## src/rtl/jtag_dr_bank.sv

```systemverilog
// Data-register engine behind the virtual-JTAG hub. It decodes the virtual instruction and
// implements BYPASS, IDCODE, NUM_REGS user registers and CLRERR, all in the tck domain.
module jtag_dr_bank #(
    parameter int                  IR_WIDTH = 9,
    parameter int                  DR_WIDTH = 32,
    parameter int                  NUM_REGS = 4,
    parameter logic [NUM_REGS-1:0] RO_MASK  = '0,
    parameter logic [31:0]         ID_VALUE = 32'h4A54_0001
) (
    input  logic                         tck,
    input  logic                         reset,
    input  logic                         tdi,
    output logic                         tdo,
    input  logic [IR_WIDTH-1:0]          ir_in,
    output logic [IR_WIDTH-1:0]          ir_out,
    input  logic                         virtual_state_cdr,
    input  logic                         virtual_state_sdr,
    input  logic                         virtual_state_e1dr,
    input  logic                         virtual_state_pdr,
    input  logic                         virtual_state_e2dr,
    input  logic                         virtual_state_udr,
    input  logic                         virtual_state_cir,
    input  logic                         virtual_state_uir,
    output logic [NUM_REGS*DR_WIDTH-1:0] reg_q,
    input  logic [NUM_REGS*DR_WIDTH-1:0] reg_d,
    output logic [NUM_REGS-1:0]          wr_pulse,
    output logic [NUM_REGS-1:0]          rd_pulse
);

    localparam int CNT_W = $clog2(DR_WIDTH + 2);
    localparam int UPD_W = IR_WIDTH - 2;

    typedef enum logic [1:0] {IDLE, CAPT, SHIFT, DONE} state_t;
    typedef enum logic [1:0] {DEC_BYPASS, DEC_IDCODE, DEC_USER, DEC_CLRERR} dec_t;

    state_t               state;
    dec_t                 dec;
    logic                 invalid_code;
    logic                 invalid_q;
    logic                 err;
    logic [UPD_W-1:0]     upd_cnt;
    logic [CNT_W-1:0]     bit_cnt;
    logic [DR_WIDTH-1:0]  sr;
    logic [DR_WIDTH-1:0]  user_rd;
    logic [NUM_REGS-1:0]  user_hot;
    logic                 ro_hit;

    // NOTE: every signal assigned in always_comb gets a default first, so no path can infer a latch.
    always_comb begin
        dec          = DEC_BYPASS;
        invalid_code = 1'b0;
        user_hot     = '0;
        if (ir_in == IR_WIDTH'(0)) begin
            dec = DEC_BYPASS;
        end else if (ir_in == IR_WIDTH'(1)) begin
            dec = DEC_IDCODE;
        end else if ((ir_in >> 4) == IR_WIDTH'(1) && int'(ir_in[3:0]) < NUM_REGS) begin
            dec      = DEC_USER;
            user_hot = NUM_REGS'(1) << ir_in[3:0];
        end else if (ir_in == IR_WIDTH'(9'h1FF)) begin
            dec = DEC_CLRERR;
        end else begin
            invalid_code = 1'b1;
        end

        user_rd = '0;
        for (int k = 0; k < NUM_REGS; k++) begin
            if (user_hot[k]) user_rd = user_rd | reg_d[k*DR_WIDTH +: DR_WIDTH];
        end
    end

    assign ro_hit   = |(user_hot & RO_MASK);
    assign tdo      = sr[0];
    // The read strobe marks the very cycle reg_d is sampled, so the source can pop or clear on it.
    assign rd_pulse = (virtual_state_cdr && !reset) ? user_hot : '0;

    // NOTE: sequential state uses non-blocking assignments so every register sees pre-edge values.
    always_ff @(posedge tck) begin
        if (reset) begin
            // NOTE: reg_q is a handful of flops rather than a RAM, so it is cleared with the rest.
            state     <= IDLE;
            sr        <= '0;
            bit_cnt   <= '0;
            reg_q     <= '0;
            wr_pulse  <= '0;
            err       <= 1'b0;
            upd_cnt   <= '0;
            invalid_q <= 1'b0;
            ir_out    <= '0;
        end else begin
            wr_pulse <= '0;
            if (virtual_state_uir) invalid_q <= invalid_code;
            if (virtual_state_cir) ir_out <= {err, invalid_q, upd_cnt};

            if (virtual_state_cdr) begin
                state   <= CAPT;
                bit_cnt <= '0;
                case (dec)
                    DEC_USER:   sr <= user_rd;
                    DEC_IDCODE: sr <= DR_WIDTH'(ID_VALUE);
                    default:    sr <= '0;
                endcase
            end else if (virtual_state_udr) begin
                // udr beats a coincident sdr, so the shift register is left untouched here.
                state <= IDLE;
                if (dec == DEC_USER) begin
                    if (bit_cnt == CNT_W'(DR_WIDTH) && !ro_hit) begin
                        for (int k = 0; k < NUM_REGS; k++) begin
                            if (user_hot[k]) reg_q[k*DR_WIDTH +: DR_WIDTH] <= sr;
                        end
                        wr_pulse <= user_hot;
                        upd_cnt  <= upd_cnt + 1'b1;
                    end else begin
                        err <= 1'b1;
                    end
                end else if (dec == DEC_CLRERR) begin
                    err <= 1'b0;
                end
            end else if (virtual_state_sdr && state != IDLE) begin
                state <= SHIFT;
                if (bit_cnt != CNT_W'(DR_WIDTH + 1)) bit_cnt <= bit_cnt + 1'b1;
                if (dec == DEC_USER || dec == DEC_IDCODE) sr <= {tdi, sr[DR_WIDTH-1:1]};
                else                                      sr[0] <= tdi;
            end else if ((virtual_state_e1dr || virtual_state_pdr || virtual_state_e2dr)
                         && state != IDLE) begin
                state <= DONE;
            end
        end
    end

endmodule

```

## config.mk

```make
export PLATFORM = sky130hd
export DESIGN_NAME = jtag_dr_bank
export DESIGN_NICKNAME = d
export VERILOG_FILES = /design/src/rtl/jtag_dr_bank.sv
export SDC_FILE = /design/constraint.sdc
export NUM_CORES = 1
export LEC_CHECK = 0
export CORE_UTILIZATION = 41
export DETAILED_ROUTE_END_ITERATION = 8
export GPL_TIMING_DRIVEN = 0
export PLACE_DENSITY = 0.73
export SLEW_MARGIN = 20
export SYNTH_ARGS = -nofsm -noshare
export SYNTH_HDL_FRONTEND = slang
export SYNTH_SLANG_ARGS = --single-unit
```

## constraint.sdc

```tcl
create_clock -name tck -period 4 [get_ports tck]
set_input_delay 1.2 -clock tck [delete_from_list [all_inputs] [get_ports tck]]
set_output_delay 1.2 -clock tck [all_outputs]
set_load 0.05 [all_outputs]
```

==> results.yml, run 1 <==
min_path:
  holdPathEnd: "reg_q[124]"
  hold_depth: 2
  min-delay-start: "reg_q[124]"
  hp-class: "flop to flop"
cells_and_area:
  postLayoutCoreUtil: 0.620
  fillCellCount: 1800
  multiInputGateArea_um2: 4410
  layout.nets: 1407
  register_area_um2: 3800
  area.growth.synth_to_final_pct: 48.1
  drive_above_1_share: 0.0838
  fin_area_um2: 12600
routing:
  wl_per_cell_um: 19.2
  ant_nets: 0
  wl_met2_um: 14600
  drt-met1-wl_um: 12300
  vias: 8431
  remaining_drc_errors: 0
  wl_met3_um: 1810
  routed_wl_um: 29500
  highest_layer: "met4"
  vias_per_cell: 5.49
  drtIter0Drc: 521
  first_pass_iters: 4
placed_design:
  io_buffers: 291
  place.gp.congestion: 0.877
  dp_hpwl_um: 23400
  placed_area_um2: 11800
clock_tree:
  insertion_delay_ps: 440
  root_buffer: "clkbuf_16"
  clk_pin_slew_ps: 70
  cts_buffers: 17
  clk_path_buf_depth: 2
  numClockSinks: 190
  tritoncts: "done"
  htreeDepth: 4
  postCtsHoldBufs: 0
power_and_ir_drop:
  combPwrFrac: 0.100
  power.density_nw_per_um2: 317
  max-vdd-ir-drop_mv: 0.213
  power.total_mw: 3.99
  clockPowerShare: 0.418
  power_frac_seq: 0.483
  p_leak_nw: 4.81
  p_int_mw: 3.01
  power.switching_mw: 0.980
  netSwitchingFraction: 0.246
floorplanning:
  fp-row-count: 52
  die_y_um: 146
  die_area_um2: 21300
  io_pins: 294
  core-area_um2: 20300
  die_w_um: 146
  initial_core_util: 0.419
timing:
  rsz0062_at_grt: "false"
  max_slew_margin: 0.558
  hold_viol: 0
  maxSlewViolCount: 0
  worst_pin_slew_ps: 647
  fmax_ghz: 0.252
  setup_tns_ps: 0
  finalSetupViolCount: 0
  finalCritPeriodShare: 0.993
  fin_skew_ps: 7.85
  final.min_clock_period_ps: 3970
synthesis:
  synth_edf_count: 0
  syn_inst: 933
  synth_top_cell_by_area: "dfxtp_1"
  synth_top_area_share: 0.447
  ys_ff_latch: 190
  syn_nets: 1088
  ys.flop_type: "dfxtp_1"
  yosysWarnings: 0
  yosysUniqueCellTypes: 43
  syn_avg_cell_area_um2: 9.11
  synthTopCellsByArea: "dfxtp_1 (45%), mux2i_1 (11%), nand2_1 (5.5%)"
  ys_seq_area_frac: 0.447
  synthMostInstantiatedCell: "dfxtp_1"
  synthArstFlopShare: 0
  syn-cell-area_um2: 8500
  synth_common_cells: "dfxtp_1 (190), nand2_1 (124), mux2i_1 (90)"
worst_setup_path:
  reg2reg_from: "bit_cnt[2]"
  rr_worst_depth: 7
  worstPathMaxFanout: 10
  required_ps: 2800
  crit_type: "input port to output port"
  cp_data_arrival_time_ps: 2770
  critical_path.endpoint_type: "output port"
  reg2reg_to: "reg_q[120]"
  rrSetupSlack_ps: 1670
  startpoint_type: "input port"
global_route:
  grt_pass1_vias: 8256
  antenna_found_initial: 1
  grt_max_degree: 20
  grt.overflow.total: 0
  track_usage: 0.274
  grt_pass1_wl_um: 44900
flow_run:
  max_cap_viol_count: 0
outcome:
  outcome: "finished, final reports clean"
## critical path: stages
cell	delay (ps)
dlygate4sd2_1	350
clkbuf_4	280
nor3b_1	380
and4_1	260
buf_2	290
## worst max-delay path by stage
stage,start,endpoint,cells after the start
floorplan,ir_in[2],reg_q[112],13
global placement,ir_in[3],reg_q[112],14
detailed placement,ir_in[2],reg_q[112],14
CTS,ir_in[2],reg_q[120],14
global route,ir_in[5],reg_q[120],15
finish,ir_in[1],rd_pulse[2],5
## per-stage QoR
step	hold WS, ps	cells	worst slack, ps
6_report	461	1536	26.0
2_1_floorplan	445	933	12.5
5_1_grt	479	1536	0.964
4_1_cts	462	1533	8.72
3_3_place_gp	444	1494	-1790
3_5_place_dp	452	1494	-1830
## registers in the layout, indices dropped and copies added (netlist names)
| register | count |
|---|---|
| ir_out | 9 |
| wr_pulse | 4 |
| state | 2 |
| upd_cnt | 7 |
| sr | 32 |
| reg_q | 128 |
| err | 1 |
| invalid_q | 1 |
| bit_cnt | 6 |
## timing repair
| action | CTS | global route |
|---|---|---|
| pin swaps | 4 | 1 |
| setup buffers | 10 | 2 |
| endpoints found under the setup margin | 175 | 149 |
| gates resized for setup | 66 | 18 |
## layer usage
layer,GRT usage,vias up
li1,-,4042
met1,0.332,4013
met2,0.482,330
met3,0.0502,46
met4,0.105,0
met5,0,-
## area by class of cell
| cell class | count | share of cell area |
|---|---|---|
| Antenna cell | 1 | 0.000199 |
| Buffer | 88 | 0.0337 |
| Clock buffer | 19 | 0.0360 |
| Clock inverter | 13 | 0.0102 |
| Inverter | 9 | 0.00268 |
| Multi-Input combinational cell | 643 | 0.350 |
| Sequential cell | 190 | 0.302 |
| Tap cell | 270 | 0.0268 |
| Timing Repair Buffer | 303 | 0.238 |
## power by group through the flow
stage	clock network [mW]	logic, mW	registers [mW]
final	1.67	0.397	1.92
after global routing	1.76	0.428	1.93
after detailed placement	0	0.389	1.97
after floorplan	0	0.165	1.97
after global placement	0	0.384	1.97
after CTS	1.68	0.394	1.92
## logic make-up (layout without fill, tap and decap cells)
kind of cell               after synthesis  after routing  synth area share
AOI/OAI and AO/OA                      222            222             0.199
DFF                                    190            190             0.447
adders and majority gates                7              7            0.0103
muxes                                   90             90             0.106
and+or+nand+nor                        314            314             0.177
buffers and inverters                  100            432            0.0508
other                                    0              1                 0
xor gates and xnor gates                10             10            0.0103
## placed cells by master (no fill, tap or decap), types with 10 or more instances in the layout
| cell type | instances |
|---|---|
| clkdlybuf4s50_1 | 278 |
| a22oi_1 | 31 |
| dfxtp_1 | 190 |
| a211oi_1 | 60 |
| buf_2 | 10 |
| nor2_1 | 59 |
| o21ai_0 | 28 |
| a31o_1 | 42 |
| clkbuf_1 | 54 |
| buf_4 | 13 |
| xnor2_1 | 10 |
| a211o_1 | 25 |
| mux2i_1 | 90 |
| nand2_1 | 123 |
| nor4_1 | 49 |
| clkbuf_16 | 17 |
| nor2b_1 | 34 |
| a21oi_1 | 10 |
(Power assumes the default switching activity.)
==> inputs of run 2 (changes only) <==
==> constraint.sdc (replaced) <==
create_clock -name tck -period 4 [get_ports tck]
set_input_delay 0.6 -clock tck [delete_from_list [all_inputs] [get_ports tck]]
set_output_delay 0.6 -clock tck [all_outputs]
set_load 0.05 [all_outputs]
==> results.yml, run 2 (synthesis gave the netlist of run 1 again) <==
outcome:
  outcome: "finished, final reports clean"
floorplanning:
  die_area_um2: 21300
  die_w_um: 146
  io_pins: 294
  core-area_um2: 20300
  die_y_um: 146
  fp-row-count: 52
  initial_core_util: 0.419
global_route:
  grt.overflow.total: 0
  grt_pass1_wl_um: 45100
  grt_max_degree: 19
  antenna_found_initial: 1
  grt_pass1_vias: 8207
  track_usage: 0.275
timing:
  fin_skew_ps: 8.73
  max_slew_margin: 0.552
  rsz0062_at_grt: "false"
  final.min_clock_period_ps: 3910
  fmax_ghz: 0.255
  finalCritPeriodShare: 0.978
  worst_pin_slew_ps: 672
  hold_viol: 0
  finalSetupViolCount: 0
  maxSlewViolCount: 0
  fin_ws_ps: 86.1
clock_tree:
  clk_pin_slew_ps: 70
  numClockSinks: 190
  htreeDepth: 4
  root_buffer: "clkbuf_16"
  insertion_delay_ps: 440
  postCtsHoldBufs: 0
  clk_path_buf_depth: 2
  cts_buffers: 17
  tritoncts: "done"
cells_and_area:
  drive_above_1_share: 0.0556
  postLayoutCoreUtil: 0.612
  largestRegisters: "reg_q: 128 flops, sr: 32 flops, ir_out: 9 flops"
  largest_register_ffs: 128
  final_cells: 1531
  area.growth.synth_to_final_pct: 46.2
  final_cell_mix: "clkdlybuf4s50_1 (291), dfxtp_1 (190), nand2_1 (124)"
  largest_register: "reg_q"
  layout.nets: 1402
  final_common_cell: "clkdlybuf4s50_1"
routing:
  wl_per_cell_um: 19.3
  first_pass_iters: 4
  vias_per_cell: 5.58
  vias: 8536
  routed_wl_um: 29600
  ant_nets: 0
  drtIter0Drc: 484
  remaining_drc_errors: 0
worst_setup_path:
  crit_family: "buffers and inverters"
  path_buf_inv: 5
  cp_data_arrival_time_ps: 3310
  worstPathMaxFanout: 10
  cp_cell_sequence: "clkdlybuf4s50_1, clkbuf_1, buf_2, buf_1, nor3_1, clkdlybuf4s50_1"
  startpoint_type: "input port"
  required_ps: 3400
  cpMaxStageDelayCell: "clkdlybuf4s50_1"
  cp_common_cell: "clkdlybuf4s50_1"
  crit_type: "input port to output port"
  critical_path.endpoint_type: "output port"
  cpPeakStageDelay_ps: 730
flow_run:
  max_cap_viol_count: 0
power_and_ir_drop:
  power.total_mw: 4.01
  power.density_nw_per_um2: 323
  max-vdd-ir-drop_mv: 0.258
  p_leak_nw: 4.70
placed_design:
  io_buffers: 291
  dp_hpwl_um: 23400
  dp_slack_ps: -1450
  dp.cells: 1494
  place.gp.congestion: 0.881
min_path:
  hp-class: "flop to flop"
==> run 2: cell types whose count changed in the layout (fill, tap and decap cells not counted), moves of 3 or more <==
cell,before,now
clkbuf_1,54,62
clkbuf_4,4,0
nor4_1,49,52
buf_6,9,6
clkdlybuf4s50_1,278,291
nor2_1,59,62
nor4_2,3,0
buf_4,13,5
dlymetal6s2s_1,3,0
dlygate4sd2_1,5,0
clkbuf_2,8,4
==> run 2: worst register-to-register path, cell delays in order (launching register included) <==
cell and delay [ps]:
dfxtp_1 380, or4b_1 530, buf_2 180, or2_1 230, clkbuf_1 180, or3_1 330
buf_2 190, buf_6 170, a31o_1 220
==> run 2: routing by layer <==
layer / GRT usage / wire length (µm) / vias to the layer above
met5: 0 / 0 / -
met4: 0.104 / 731 / 0
met3: 0.0389 / 1660 / 47
met2: 0.482 / 14600 / 346
met1: 0.342 / 12600 / 4086
li1: - / - / 4057
==> run 2: power by group <==
part | leakage, nW | switching [mW] | internal, mW
sequential | 1.54 | 0.0157 | 1.91
combinational | 2.88 | 0.198 | 0.196
clock | 0.283 | 0.794 | 0.897
total | 4.70 | 1.01 | 3.00
==> run 2: through the flow <==
step | instance area (µm²) | setup TNS, ps | hold WS [ps]
floorplan | 8500 | 0 | 445
global placement | 11800 | -190030 | 446
detailed placement | 11800 | -199790 | 454
CTS | 12400 | 0 | 463
global route | 12400 | 0 | 474
finish | 12400 | 0 | 457
==> run 2: cell type report <==
type / count / area [µm²]
Antenna cell: 1 / 2.50
Timing Repair Buffer: 296 / 2950
Inverter: 9 / 33.8
Tap cell: 270 / 338
Fill cell: 1782 / 7870
Clock inverter: 14 / 148
Clock buffer: 18 / 439
Multi-Input combinational cell: 643 / 4310
Buffer: 90 / 402
Sequential cell: 190 / 3800
==> run 2: final timing paths <==
| path | startpoint | to | slack [ps] | depth (start not counted) |
|---|---|---|---|---|
| min | reg_q[92] | reg_q[92] | 460 | 2 |
| max | ir_in[1] | rd_pulse[0] | 90 | 6 |
| max reg2reg | bit_cnt[2] | reg_q[119] | 1490 | 8 |
| min reg2reg | reg_q[92] | reg_q[92] | 460 | 2 |
==> run 2: repair_timing <==
action,4_1_cts,5_1_grt
endpoints found under the setup margin,167,92
resized for setup,10,9
pin swaps,2,2
buffers inserted,4,1
